`src/rtl/spi_flash_pkg.sv`:
```
// Shared constants and FSM encoding for the SPI flash line reader.
package spi_flash_pkg;

  localparam logic [7:0] CMD_READ      = 8'h03;
  localparam logic [7:0] CMD_FAST_READ = 8'h0B;

  localparam int CMD_BITS   = 8;
  localparam int ADDR_BITS  = 24;
  localparam int DUMMY_BITS = 8;

  typedef enum logic [2:0] {
    ST_IDLE  = 3'd0,
    ST_CMD   = 3'd1,
    ST_ADDR  = 3'd2,
    ST_DUMMY = 3'd3,
    ST_DATA  = 3'd4,
    ST_DONE  = 3'd5
  } state_e;

  // True in the states where CS is asserted and SCK runs.
  function automatic logic spi_active(input state_e s);
    return (s == ST_CMD) || (s == ST_ADDR) || (s == ST_DUMMY) || (s == ST_DATA);
  endfunction

endpackage

```
`src/rtl/spi_sck_divider.sv`:
```
// SPI clock generator: SCK level plus one-cycle rise/fall strobes, CLK_DIV clk per half period.
module spi_sck_divider #(
  parameter int CLK_DIV = 1
) (
  input  logic clk,
  input  logic rst_n,
  input  logic en,
  output logic sck,
  output logic rise,
  output logic fall
);

  localparam logic [7:0] LAST = 8'(CLK_DIV - 1);

  logic [7:0] cnt_q, cnt_d;
  logic       phase_q, phase_d;
  logic       tick;

  assign tick = en && (cnt_q == LAST);

  // Disabled means parked low with a cleared count, so every transfer starts on a fresh low half.
  always_comb begin
    cnt_d   = cnt_q;
    phase_d = phase_q;
    if (!en) begin
      cnt_d   = '0;
      phase_d = 1'b0;
    end else if (tick) begin
      cnt_d   = '0;
      phase_d = !phase_q;
    end else begin
      cnt_d = cnt_q + 8'd1;
    end
  end

  always_ff @(posedge clk or negedge rst_n) begin
    if (!rst_n) begin
      cnt_q   <= '0;
      phase_q <= 1'b0;
    end else begin
      cnt_q   <= cnt_d;
      phase_q <= phase_d;
    end
  end

  assign sck  = phase_q;
  assign rise = tick && !phase_q;
  assign fall = tick && phase_q;

endmodule

```
`src/rtl/spi_flash_line_reader.sv`:
```
// Read-only CPU window onto SPI flash with a single prefetch line buffer.
// Misses stall the CPU while one aligned line is streamed in over SPI mode 0.
module spi_flash_line_reader
  import spi_flash_pkg::*;
#(
  parameter int          ADDR_W     = 16,
  parameter logic [23:0] FLASH_BASE = 24'h000000,
  parameter int          CLK_DIV    = 1,
  parameter int          FAST_READ  = 0,
  parameter int          LINE_BYTES = 4
) (
  input  logic              clk,
  input  logic              i_RESET_N,
  input  logic              spi_ce,
  input  logic [ADDR_W-1:0] i_ADDRESS_BUS,
  input  logic              i_RW,
  input  logic              i_FLUSH,
  input  logic              i_SPI_MISO,
  output logic              o_SPI_CLK,
  output logic              o_SPI_MOSI,
  output logic              o_SPI_CS,
  output logic [7:0]        o_DATA,
  output logic              o_MemoryReady,
  output logic              o_BUSY
);

  localparam int          OFF_W     = $clog2(LINE_BYTES);
  localparam int          IDX_W     = (OFF_W == 0) ? 1 : OFF_W;
  localparam int          DATA_BITS = 8 * LINE_BYTES;
  localparam logic [23:0] OFF_MASK  = 24'(LINE_BYTES - 1);
  localparam logic [7:0]  CMD_BYTE  = (FAST_READ != 0) ? CMD_FAST_READ : CMD_READ;

  state_e      state_q, state_d;
  logic [7:0]  bit_cnt_q, bit_cnt_d;
  logic [39:0] tx_q, tx_d;
  logic [7:0]  rx_q, rx_d;
  logic [23:0] base_q, base_d;
  logic        valid_q, valid_d;
  logic        flush_pend_q, flush_pend_d;
  logic [7:0]  line_q [LINE_BYTES];
  logic [7:0]  line_d [LINE_BYTES];

  logic [23:0]      flash_addr;
  logic [23:0]      line_addr;
  logic [IDX_W-1:0] off;
  logic [IDX_W-1:0] byte_idx;
  logic [7:0]       last_bit;
  logic             req, hit;
  logic             sck_en, sck_rise, sck_fall;

  assign req        = spi_ce && i_RW;
  assign flash_addr = FLASH_BASE + 24'(i_ADDRESS_BUS);
  assign line_addr  = flash_addr & ~OFF_MASK;
  assign off        = IDX_W'(flash_addr & OFF_MASK);
  assign byte_idx   = IDX_W'(bit_cnt_q >> 3);
  assign hit        = req && valid_q && (state_q == ST_IDLE) && (line_addr == base_q);

  assign sck_en = spi_active(state_q);

  spi_sck_divider #(.CLK_DIV(CLK_DIV)) u_sck (
    .clk  (clk),
    .rst_n(i_RESET_N),
    .en   (sck_en),
    .sck  (o_SPI_CLK),
    .rise (sck_rise),
    .fall (sck_fall)
  );

  always_comb begin
    last_bit = 8'd0;
    case (state_q)
      ST_CMD:   last_bit = 8'(CMD_BITS - 1);
      ST_ADDR:  last_bit = 8'(ADDR_BITS - 1);
      ST_DUMMY: last_bit = 8'(DUMMY_BITS - 1);
      ST_DATA:  last_bit = 8'(DATA_BITS - 1);
      default:  last_bit = 8'd0;
    endcase
  end

  always_comb begin
    state_d      = state_q;
    bit_cnt_d    = bit_cnt_q;
    tx_d         = tx_q;
    rx_d         = rx_q;
    base_d       = base_q;
    valid_d      = valid_q;
    flush_pend_d = flush_pend_q;
    line_d       = line_q;
    case (state_q)
      ST_IDLE: begin
        if (i_FLUSH) valid_d = 1'b0;
        if (req && !hit) begin
          state_d      = ST_CMD;
          base_d       = line_addr;
          valid_d      = 1'b0;
          flush_pend_d = 1'b0;
          bit_cnt_d    = '0;
          tx_d         = {CMD_BYTE, line_addr, 8'h00};
        end
      end
      ST_DONE: begin
        // A flush seen at any point during the fill keeps the new line invalid.
        valid_d      = !flush_pend_q && !i_FLUSH;
        flush_pend_d = 1'b0;
        state_d      = ST_IDLE;
      end
      default: begin
        if (i_FLUSH) flush_pend_d = 1'b1;
        if (sck_rise && (state_q == ST_DATA)) begin
          rx_d = {rx_q[6:0], i_SPI_MISO};
          if (bit_cnt_q[2:0] == 3'd7) line_d[byte_idx] = {rx_q[6:0], i_SPI_MISO};
        end
        if (sck_fall) begin
          tx_d = {tx_q[38:0], 1'b0};
          if (bit_cnt_q == last_bit) begin
            bit_cnt_d = '0;
            case (state_q)
              ST_CMD:   state_d = ST_ADDR;
              ST_ADDR:  state_d = (FAST_READ != 0) ? ST_DUMMY : ST_DATA;
              ST_DUMMY: state_d = ST_DATA;
              default:  state_d = ST_DONE;
            endcase
          end else begin
            bit_cnt_d = bit_cnt_q + 8'd1;
          end
        end
      end
    endcase
  end

  always_ff @(posedge clk or negedge i_RESET_N) begin
    if (!i_RESET_N) begin
      state_q      <= ST_IDLE;
      bit_cnt_q    <= '0;
      tx_q         <= '0;
      rx_q         <= '0;
      base_q       <= '0;
      valid_q      <= 1'b0;
      flush_pend_q <= 1'b0;
      for (int i = 0; i < LINE_BYTES; i++) line_q[i] <= 8'h00;
    end else begin
      state_q      <= state_d;
      bit_cnt_q    <= bit_cnt_d;
      tx_q         <= tx_d;
      rx_q         <= rx_d;
      base_q       <= base_d;
      valid_q      <= valid_d;
      flush_pend_q <= flush_pend_d;
      line_q       <= line_d;
    end
  end

  // MOSI is only meaningful during the header; it idles low otherwise.
  assign o_SPI_MOSI    = tx_q[39] && ((state_q == ST_CMD) || (state_q == ST_ADDR) || (state_q == ST_DUMMY));
  assign o_SPI_CS      = !sck_en;
  assign o_BUSY        = (state_q != ST_IDLE);
  assign o_MemoryReady = (state_q == ST_IDLE) && (!req || hit);
  assign o_DATA        = hit ? line_q[off] : 8'h00;

endmodule

```
`config.mk`:
```
export PLATFORM = sky130hd
export DESIGN_NAME = spi_flash_line_reader
export DESIGN_NICKNAME = d
export VERILOG_FILES = /design/src/rtl/spi_flash_pkg.sv /design/src/rtl/spi_sck_divider.sv /design/src/rtl/spi_flash_line_reader.sv
export SDC_FILE = /design/constraint.sdc
export NUM_CORES = 1
export LEC_CHECK = 0
export BUFFER_PORTS_ARGS = -buffer_cell sky130_fd_sc_hd__buf_4
export CAP_MARGIN = 10
export CORE_MARGIN = 10
export CORE_UTILIZATION = 45
export CTS_BUF_LIST = sky130_fd_sc_hd__clkbuf_4 sky130_fd_sc_hd__clkbuf_8
export DETAILED_ROUTE_END_ITERATION = 8
export GPL_TIMING_DRIVEN = 1
export MAX_ROUTING_LAYER = met4
export SETUP_SLACK_MARGIN = 0.02
export SYNTH_ARGS = -nofsm -noshare
export SYNTH_HDL_FRONTEND = slang
export SYNTH_HIERARCHICAL = 1
export SYNTH_SLANG_ARGS = --single-unit
```
`constraint.sdc`:
```
create_clock -name clk -period 2.68 [get_ports clk]
set_input_delay 0.134 -clock clk [delete_from_list [all_inputs] [get_ports clk]]
set_output_delay 0.134 -clock clk [all_outputs]
set_load 0.01 [all_outputs]
```
=== Word-level counts from Yosys, hierarchy flattened ===
Index checks and enable logic that the tools add are counted.

* Register bits: 115
* Input port bits: 22
* Output and inout bits: 13

* $add $sub $neg: 2
* Magnitude comparators: 3
* Equality and inequality tests: 11
* Muxes and demuxes: 30
* Bitwise operators: 4
* Reductions and logical operators: 41

{| class="wikitable"
|+ Operators by type and width
! cell !! count
|-
| $mux 40 || 2
|-
| $pmux 40 s2 || 1
|-
| $mux 8 || 9
|-
| $bwmux 32 || 1
|-
| $add 8x1->8 const B || 2
|-
| $bmux 8 s2 || 1
|-
| $demux 8 s2 || 1
|-
| $pmux 8 s2 || 1
|-
| $pmux 5 s3 || 1
|-
| $eq 14x14->1 || 1
|-
| $logic_and 1x1->1 || 13
|-
| $pmux 3 s2 || 2
|-
| $reduce_bool 3->1 || 4
|-
| $eq 3x3->1 const B || 3
|-
| $mux 3 || 3
|-
| $reduce_and 3->1 || 3
|-
| $eq 8x8->1 || 1
|-
| $logic_not 8->1 || 1
|-
| $reduce_and 2->1 || 4
|-
| $eq 3x2->1 const B || 2
|-
| $ge 3x3->1 const B || 2
|-
| $logic_not 1->1 || 6
|-
| $mux 1 || 6
|-
| $not 2->3 || 2
|-
| 11 further kinds || 19
|}

=== Depth between registers and ports, before layout ===
Gate-level depths: netlist of the first run.

* Word-level depth: 8
* Mapped depth: 11
* Mapped depth without buffers: 8

=== Modules after synthesis ===
The synthesis of the first run kept the hierarchy.

{| class="wikitable"
|+ By module, submodules not included
! module !! instances !! cells each !! area each (µm²) !! seq. area each (µm²)
|-
| spi_flash_line_reader || 1 || 412 || 4579.4 || 2402.3
|-
| spi_sck_divider || 1 || 48 || 450.4 || 225.2
|}

=== Worst setup path after synthesis of the first run ===
OpenSTA, ideal clock, no wires.

* Kind: flip-flop to flip-flop
* Start point: reg state_q[1]
* End point: reg line_q[16] (netlist name)
* Arrival: 2.210 ns
* Required time: 2.555 ns
* Setup slack: 0.346 ns
* Stages on the path, launching flop included: 11
* Buffers on the path: 3
* Clock period less this slack: 2.334 ns
* Cell sequence: dfrtp_1 > buf_6 > nor3_4 > clkbuf_1 > nor2_1 > inv_1 > nor4_1 > and3_1 > clkbuf_1 > nand3b_1 > mux2_2

* Longest elaborated chain between the ends: 8

{| class="wikitable"
|+ RTL lines
! item !! RTL line !! source
|-
| from (decl) || spi_flash_line_reader.sv:33 || <nowiki>state_e state_q, state_d;</nowiki>
|-
| from (signal assigned) || spi_flash_line_reader.sv:142 || <nowiki>state_q <= state_d;</nowiki>
|-
| $eq 3x1->1 or $eq 3x2->1 (tied branches) || spi_flash_pkg.sv:22 || <nowiki>return (s == ST_CMD) || (s == ST_ADDR) || (s == ST_DUMMY) || (s == ST_DATA);</nowiki>
|-
| $logic_or 1x1->1 (2 in series) || spi_flash_pkg.sv:22 ||
|-
| $logic_or 1x1->1 (*) || spi_flash_pkg.sv:22 ||
|-
| net sck_en || spi_flash_line_reader.sv:49 || <nowiki>logic sck_en, sck_rise, sck_fall;</nowiki>
|-
| $logic_and 1x1->1 (*) || spi_sck_divider.sv:19 || <nowiki>assign tick = en && (cnt_q == LAST);</nowiki>
|-
| $logic_and 1x1->1 (*) || spi_sck_divider.sv:47 || <nowiki>assign rise = tick && !phase_q;</nowiki>
|-
| net sck_rise || spi_flash_line_reader.sv:49 ||
|-
| $logic_and 1x1->1 (*) || spi_flash_line_reader.sv:109 || <nowiki>if (sck_rise && (state_q == ST_DATA)) begin</nowiki>
|-
| $reduce_and 3->1 (no source line) (*) || - ||
|-
| to (signal assigned) || spi_flash_line_reader.sv:149 || <nowiki>line_q <= line_d;</nowiki>
|-
| to (decl) || spi_flash_line_reader.sv:40 || <nowiki>logic [7:0] line_q [LINE_BYTES];</nowiki>
|}

The timed path passes the listed nets; every way through them passes the cells marked *.
A chain may end at the register's enable or synchronous reset.

=== Final worst setup path of the first run ===
* Start point: reg state_q[2]
* End point: reg bit_cnt_q[5]

* Longest elaborated chain between the ends: 8

{| class="wikitable"
|+ RTL lines
! item !! RTL line !! source
|-
| parallel branches: the longest is 8 deep, another holds $eq 8x8->1 || - ||
|-
| to (signal assigned) || spi_flash_line_reader.sv:143 || <nowiki>bit_cnt_q <= bit_cnt_d;</nowiki>
|-
| to (decl) || spi_flash_line_reader.sv:34 || <nowiki>logic [7:0] bit_cnt_q, bit_cnt_d;</nowiki>
|}

Parallel ways; which one is timed is not known. The select of a mux whose other input is x is not followed.

==> results of run 1 <==
==> cells in the final DEF, fill, tap and decap left out, types with 2 or more instances in the layout <==
cell and count:
sky130_fd_sc_hd__dfrtp_1 105, sky130_fd_sc_hd__nand2_1 74, sky130_fd_sc_hd__mux2_2 54, sky130_fd_sc_hd__buf_4 49, sky130_fd_sc_hd__nor2_1 28, sky130_fd_sc_hd__o21ai_0 24
sky130_fd_sc_hd__xnor2_1 16, sky130_fd_sc_hd__a31oi_1 13, sky130_fd_sc_hd__nand3_1 12, sky130_fd_sc_hd__inv_1 12, sky130_fd_sc_hd__dlygate4sd3_1 12, sky130_fd_sc_hd__a21oi_1 11
sky130_fd_sc_hd__nor2b_1 10, sky130_fd_sc_hd__clkbuf_8 10, sky130_fd_sc_hd__mux4_2 8, sky130_fd_sc_hd__or3_1 8, sky130_fd_sc_hd__nand4_1 4, sky130_fd_sc_hd__and3_1 4
sky130_fd_sc_hd__nor3_1 4, sky130_fd_sc_hd__o211ai_1 4, sky130_fd_sc_hd__ha_1 4, sky130_fd_sc_hd__inv_6 4, sky130_fd_sc_hd__xor2_1 3, sky130_fd_sc_hd__o2bb2ai_1 3
sky130_fd_sc_hd__nor4_2 2, sky130_fd_sc_hd__nor3b_1 2, sky130_fd_sc_hd__o21ai_2 2, sky130_fd_sc_hd__a21o_1 2, sky130_fd_sc_hd__a211o_1 2, sky130_fd_sc_hd__o22a_1 2
sky130_fd_sc_hd__o41ai_2 2, sky130_fd_sc_hd__nor4_1 2
==> final cells by class <==
type | instances | area, um2
Tap cell | 140 | 175
Inverter | 13 | 48.8
Fill cell | 953 | 5060
Timing Repair Buffer | 62 | 508
Sequential cell | 105 | 2630
Clock buffer | 10 | 138
Clock inverter | 6 | 55.1
Multi-Input combinational cell | 319 | 2280
==> worst max-delay path, cell delays in order (launching register included) <==
cell and delay (ns):
sky130_fd_sc_hd__dfrtp_1 0.59, sky130_fd_sc_hd__buf_4 0.23, sky130_fd_sc_hd__nor3b_1 0.40, sky130_fd_sc_hd__xnor2_1 0.20, sky130_fd_sc_hd__a211oi_1 0.07, sky130_fd_sc_hd__a211o_1 0.34, sky130_fd_sc_hd__a31o_4 0.27, sky130_fd_sc_hd__o41ai_2 0.29
==> power by group through the flow <==
stage,sequential (uW),combinational [uW],clock (uW)
final,2050,702,974
after global routing,2090,801,1070
after CTS,2050,710,1010
after detailed placement,2070,694,0
after global placement,2070,671,0
after floorplan,2010,504,0
==> metal layers <==
metal,share of wire,vias to the layer above
met2,0.51,44
li1,-,1717
met1,0.44,1741
met4,0.0064,0
met5,0,-
met3,0.038,5
==> metrics by stage <==
stage                     cells  hold slack, ns  utilization  setup slack (ns)
after floorplan             460          -0.162            -             0.346
after global placement      627           0.206        0.505            0.0954
after detailed placement    627           0.206        0.505            0.0395
after CTS                   655        0.000252        0.534            0.0680
after global routing        655         0.00842        0.535            0.0154
final                       655          0.0248        0.535             0.184
==> worst max path at each step <==
stage,endpoint,slack (ns)
floorplan,line_q[16],0.35
global placement,bit_cnt_q[5],0.1
detailed placement,bit_cnt_q[3],0.04
CTS,o_DATA[3],0.07
global route,o_MemoryReady,0.02
finish,bit_cnt_q[5],0.18
==> registers in the layout, indices dropped and copies added (netlist names) <==
signal        flops
line_q           32
tx_q             30
base_q           14
bit_cnt_q         8
u_sck/cnt_q       8
rx_q              7
state_q           3
flush_pend_q      1
u_sck/sck         1
valid_q           1
==> timing repair <==
item | 4_1_cts | 5_1_grt
pin swaps | 0 | 0
hold buffers | 12 | 0
gates resized for setup | 2 | 2
hold endpoints to repair | 59 | 0
endpoints found under the setup margin | 3 | 17
==> cell families (layout without fill, tap and decap cells) <==
family	after synthesis	count (layout)	share of synthesized area
AND/OR/NAND/NOR	160	160	0.151
buffers and inverters	36	91	0.0298
XOR/XNOR	19	19	0.0331
multiplexers	62	62	0.157
flip-flops	105	105	0.522
AO/OA/AOI/OAI	74	74	0.0965
adder cells (fa/ha/maj)	4	4	0.00995
==> impl.org, run 1 <==
** Yosys
- Cell with the most instances after synthesis :: sky130_fd_sc_hd__dfrtp_1
- The synthesized netlist contains 50 unique library cells.
- Number of enable-type register cells in the synthesized netlist :: 0
- Main synth FF type :: sky130_fd_sc_hd__dfrtp_1
- Largest cells by area after synthesis :: sky130_fd_sc_hd__dfrtp_1 52%, sky130_fd_sc_hd__mux2_2 12%, sky130_fd_sc_hd__nand2_1 5.5%
- In this run, synthesis produced a sequential element count of 105.
- The share of synthesized area in the top cell type comes to 0.522.
- Of the synthesized area, sequential elements account for 0.522.
- After synthesis the cells add up to 5030 um2.
- Async SR Flop Fraction :: 1.00
- Yosys printed 6 warnings.
- Counting every instance in the synthesized netlist gives 460.
- After synthesis, the mean cell area works out to 10.9 um2.
- Most common library cells after synthesis :: 105 x sky130_fd_sc_hd__dfrtp_1, 74 x sky130_fd_sc_hd__nand2_1, 54 x sky130_fd_sc_hd__mux2_2
- Area leader, netlist :: sky130_fd_sc_hd__dfrtp_1
- Synthesis produced a netlist with a net count of 486.

** Drt
- The count of nets left with antenna violations once routing finished came out at 0.
- Dividing the detail-routed wire length by the instance count gives 16.2 um.
- After detailed routing, the number of vias per cell comes to 5.35.
- For this run, the detailed router's first-pass iteration total came to 5.
- For this run, design rule violations remaining after detail routing come to 0.
- Summed over all layers, the routed wires come to 10.6 mm.
- Via Count :: 3507
- Violation count after the first detailed-routing iteration :: 272

** Timing
- Setup TNS :: 0 ns
- Period minus WS final :: 2.50 ns
- Final critical-path share of the clock period :: 0.931
- Transition time at the pin with the least slew margin :: 0.646 ns
- Final Hold Fails :: 0
- Worst clock skew :: 0.0147 ns
- Slew headroom :: 0.569
- Total setup violations reported at the end of the flow :: 0
- Highest attainable clock frequency :: 401 MHz
- Slew Viols, Final :: 0
- Setup repair after global routing left no endpoint under its margin.

** GRT
- Grt ovf :: 0
- The first global-routing pass estimated 17.8 mm of wire.
- After global routing, the most crowded layer is met2.
- Fraction of met1 tracks used by global routing :: 0.164
- For met2 alone, demand over resource in global routing was 0.233.
- Entering global routing, the biggest net connects 50 pins.
- For this run, the total global-route usage over all layers was measured as 0.140.
- Via count of the first global-routing pass :: 3612
- For this run, global-route usage on met3 was measured as 0.0424.
- Antenna violations before repair :: 0

** Worst hold path
- Cells on Worst Hold Path :: 2
- The path with the worst hold slack has its endpoint at base_q[7].
- Worst hold path type :: input pin to flip-flop
- In this run the most critical hold path is launched from i_ADDRESS_BUS[7].

** Floorplanning
- Placeable core region :: 10900 um2
- 35 I/O pins were placed.
- Row generation in the floorplan step produced 38 rows.
- Horiz. Die Dim :: 126 um
- Initial standard-cell utilization of the core :: 0.462
- Die span in y :: 126 um
- The die covers 15800 um2.

** Pwr
- The internal portion of the total power is 2570 uW.
- The share of total power dissipated in sequential elements is 0.550.
- Clock network fraction of design power :: 0.262
- Of the total power, the share spent switching nets is 0.310.
- Summed over all nets, the switching power comes to 1160 uW.
- The share of total power dissipated in combinational logic is 0.188.
- Lkg Pwr :: 0.00271 uW
- Power spread over the standard cell area amounts to 639 nW/um2.
- IR analysis of the VDD net gives a maximum drop of 0.499 mV.
- The design draws 3730 uW.

** Clock network
- Clock-pin slew was measured on the worst setup and hold paths at 0.10 ns.
- CTS root buffer :: sky130_fd_sc_hd__clkbuf_8
- The clock tree synthesis step divided the H-tree into 3 levels.
- Insertion delay to the later sink of the worst-skew pair :: 0.39 ns
- The clock passes through at most 2 buffers.
- Count of buffers added by post-CTS timing repair for setup :: 0
- Sink count of the clock tree :: 105
- TritonCTS built the clock tree.
- The number of clock buffers added by TritonCTS is 9.

** Critical path
- Setup slack on the worst reg-to-reg path comes out at 0.18 ns.
- Worst setup path startpoint :: state_q[2]
- For the worst flop-to-flop path, the logic depth is 7.
- Worst Setup Path Type :: flip-flop to flip-flop
- Critical path endpoint category :: flip-flop
- Startpoint of the most critical register-to-register path :: state_q[2]
- STA puts the critical path data arrival time at 2.77 ns.
- Data required time of the worst path :: 2.96 ns
- Startpoint type of the worst setup path :: flip-flop
- Crit Path Max Fanout :: 11
- The endpoint identified for the worst register-to-register timing path is bit_cnt_q[5].

** Layout
- Summing all non-filler instances in the final layout gives an area of 5830 um2.
- For this run, the post-layout net count is 536.
- Area delta synth->final :: 15.9%
- Count of inserted antenna diode cells :: 0
- In the final layout, the share of cells above drive strength 1 is 0.278.

** Place
- RePlAce Congestion :: 0.814
- Total half-perimeter wirelength after legalization and detailed placement :: 7.18 mm
- During placement, the flow inserted port buffers numbering 34.
- In this run the cell area measured after placement is 5500 um2.

** Run status
- The flow ran to the end, and the final reports show no timing, DRC or antenna violations.

** Run
- Number of max-cap violations :: 0
Note: power is estimated with default switching activity, not from simulation.
==> run 2, diff against run 1 <==
==> constraint.sdc (replaced) <==
create_clock -name clk -period 2.68 [get_ports clk]
set_input_delay 0.268 -clock clk [delete_from_list [all_inputs] [get_ports clk]]
set_output_delay 0.268 -clock clk [all_outputs]
set_load 0.01 [all_outputs]
==> impl.org, run 2 (same netlist as run 1, synthesis figures left out) <==
** Drt
- Detailed-route DRC error count :: 0 (unchanged)
- Average via count per standard cell :: 5.43 (+1.4%)
- Routed metal-1 wire length :: 4.81 mm (+2.3%)
- The detailed router used layers up to and including met4.
- Mean routed wirelength per cell :: 16.4 um (+1.7%)
- Violation count after the first detailed-routing iteration :: 221 (-19%)
- The number of vias in the routed layout is 3514 (+0.20%).
- The met2 wire length came to 5.38 mm (-0.43%).
- The met3 wirelength from detailed routing came to 311 um (-23%).
- Antenna-violating nets left :: 0 (unchanged)
- Routed WL :: 10.6 mm (+0.42%)
- The detailed-router iteration count before antenna repair was 5 (unchanged).

** Layout
- Count of inserted antenna diode cells :: 0 (unchanged)
- Commonest cells after routing, fill and taps aside :: 105 x sky130_fd_sc_hd__dfrtp_1, 74 x sky130_fd_sc_hd__nand2_1, 54 x sky130_fd_sc_hd__mux2_2, 52 x sky130_fd_sc_hd__buf_4, 28 x sky130_fd_sc_hd__nor2_1
- Non-filler instance count after layout :: 647 (-1.2%)
- Max reg flops :: 32 (unchanged)
- The proportion of layout cells with a drive suffix above 1 came to 0.286 (+0.00833).
- The number of nets in the final layout was 528 (-1.5%).
- Most common library cell in the layout ignoring fill and taps :: sky130_fd_sc_hd__dfrtp_1
- The largest registers in the layout are line_q (32), tx_q (30), base_q (14).
- Area delta synth->final :: 14.6%
- line_q holds more flip-flops than any other register.

** Place
- Total half-perimeter wirelength after legalization and detailed placement :: 7.41 mm (+3.1%)
- Total placed cells including tap cells :: 630 (+0.48%)
- RePlAce Congestion :: 0.820 (+0.70%)
- Buffers on Ports :: 34 (unchanged)
- The worst setup timing slack at the placement stage was 0.157 ns (+0.118 ns).

** Clock network
- CTS root buffer :: sky130_fd_sc_hd__clkbuf_8
- Clock-pin slew of the registers on the worst-case setup and hold paths :: 0.10 ns (about the same)
- The clock tree buffer depth came to 2 (unchanged).
- H-tree levels :: 3 (unchanged)
- TritonCTS clock tree :: done
- The latest clock arrival within the worst-skew pair was 0.37 ns (-0.02 ns).
- The total number of clock tree sinks was 105 (unchanged).
- Total CTS buffers :: 9 (unchanged)

** Timing
- Period minus WS final :: 2.44 ns (-0.0518 ns)
- The summed negative setup slack over all endpoints came to 0 ns (unchanged).
- Final WS setup :: 0.236 ns (+0.0518 ns)
- The hold violation total from the final report was 0 (unchanged).
- Final critical-path share of the clock period :: 0.912 (-0.0193)
- Slew headroom :: 0.592 (+0.0229)
- The measured slew at the worst slew-check pin came to 0.611 ns (-0.0349 ns).
- Hold WS :: 0.146 ns (+0.121 ns)
- Highest attainable clock frequency :: 409 MHz (+2.1%)
- Setup repair after global routing could not meet its margin everywhere.
- Total setup violations reported at the end of the flow :: 0 (unchanged)
- The final-report max-slew violation count is 0 (unchanged).
- Worst clock skew :: 0.0120 ns (-0.00274 ns)

** Floorplanning
- The horizontal die dimension came to 126 um (unchanged).
- I/O pin count :: 35 (unchanged)
- # rows :: 38 (unchanged)
- Initial standard-cell utilization of the core :: 0.462 (unchanged)
- The die outline height is 126 um (unchanged).
- The die footprint is 15800 um2 (unchanged).
- Placeable core region :: 10900 um2 (unchanged)

** GRT
- The total grt overflow was 0 (unchanged).
- The pin count of the biggest net entering global routing is 56 (+12%).
- The initial antenna violation count is 0 (unchanged).
- The number of global-route vias before repair is 3626 (+0.39%).
- The wire length of the first global-routing pass is 18.2 mm (+1.9%).
- The overall fraction of global-route tracks in use is 0.143 (+0.00277).

** Critical path
- The worst setup path is captured at a flip-flop.
- Worst setup path startpoint :: u_sck/cnt_q[1]
- The critical path ends at line_q[30].
- The critical path arrival came to 2.71 ns (-0.06 ns).
- The stage delay of the slowest cell on the critical path came to 0.49 ns (-0.10 ns).
- Worst Setup Path Type :: flip-flop to flip-flop
- Walking the worst path, the cells encountered are inv_1 -> ha_1 -> or4b_4 -> nor4_1 -> and3_1 -> nand2_1 -> mux2_2.
- Crit Path Max Fanout :: 8 (-3)
- On the critical path, the stage with the largest delay is an instance of sky130_fd_sc_hd__or4b_4.
- Data required time of the worst path :: 2.94 ns (-0.02 ns)
- The worst reg2reg path depth came to 7 (unchanged).
- STA classifies the critical path startpoint as a flip-flop.
- Setup slack of the worst register-to-register path :: 0.24 ns (+0.05 ns)
- Startpoint of the most critical register-to-register path :: u_sck/cnt_q[1]
- In this run the critical register-to-register path is captured at line_q[30].

** Pwr
- Largest voltage drop on the vdd net :: 0.457 mV (-8.4%)
- Lkg Pwr :: 0.00267 uW (-1.4%)
- Power Density :: 665 nW/um2 (+4.1%)

** Worst hold path
- Worst hold path type :: input pin to flip-flop

** Run status
- The flow ran to the end, and the final reports show no timing, DRC or antenna violations.

** Run
- Number of max-cap violations :: 0 (unchanged)
-- run 2: metrics by stage --
| step | power (uW) | utilization | cell area (um2) |
|---|---|---|---|
| after global routing | 4070 | 0.529 | 5760 |
| after floorplan | 2520 | - | 5030 |
| after detailed placement | 2770 | 0.507 | 5520 |
| after global placement | 2740 | 0.507 | 5520 |
| after CTS | 3870 | 0.528 | 5750 |
| final | 3830 | 0.529 | 5760 |
-- run 2: critical path, delay by kind of cell, from the launching register on --
family	cells	cell delay, ns
fa+ha+maj	1	0.13
flops	1	0.43
simple gates	4	1.34
mux	1	0.37
buf+inv	1	0.07
-- run 2: layer usage --
metal | global-route usage | vias up
met1 | 0.176 | 1760
met2 | 0.230 | 45
met5 | - | -
li1 | - | 1696
met3 | 0.0319 | 13
met4 | 0.0420 | 0
-- run 2: layout make-up --
cell class              count  area, um2
multi-input cells         319       2270
clock buffers              10        131
well taps                 140        175
clock inverters             6       91.3
inverters                  13       48.8
fillers                   983       5130
flip-flops and latches    105       2630
repair buffers             54        420
-- run 2: worst min-delay path by stage --
| stage | startpoint | to | slack [ns] | cells after the start |
|---|---|---|---|---|
| after floorplan | i_RESET_N | base_q[10] | -0.03 | 0 |
| after global placement | i_RESET_N | tx_q[37] | 0.20 | 1 |
| after detailed placement | i_RESET_N | tx_q[36] | 0.20 | 1 |
| after CTS | i_ADDRESS_BUS[8] | base_q[8] | 0.13 | 2 |
| after global routing | i_ADDRESS_BUS[8] | base_q[8] | 0.13 | 2 |
| final | i_ADDRESS_BUS[8] | base_q[8] | 0.15 | 2 |
-- run 2: timing repair --
| action | 4_1_cts | 5_1_grt |
|---|---|---|
| hold buffers | 1 | 0 |
| hold endpoints to repair | 23 | 0 |
| resized for setup | 0 | 2 |
| setup buffers | 0 | 0 |
| endpoints found under the setup margin | 0 | 17 |
-- run 2: where the power goes --
part           internal [uW]  switching [uW]
Clock                    540             555
Combinational            327             364
Sequential              1850             197
Total                   2720            1120
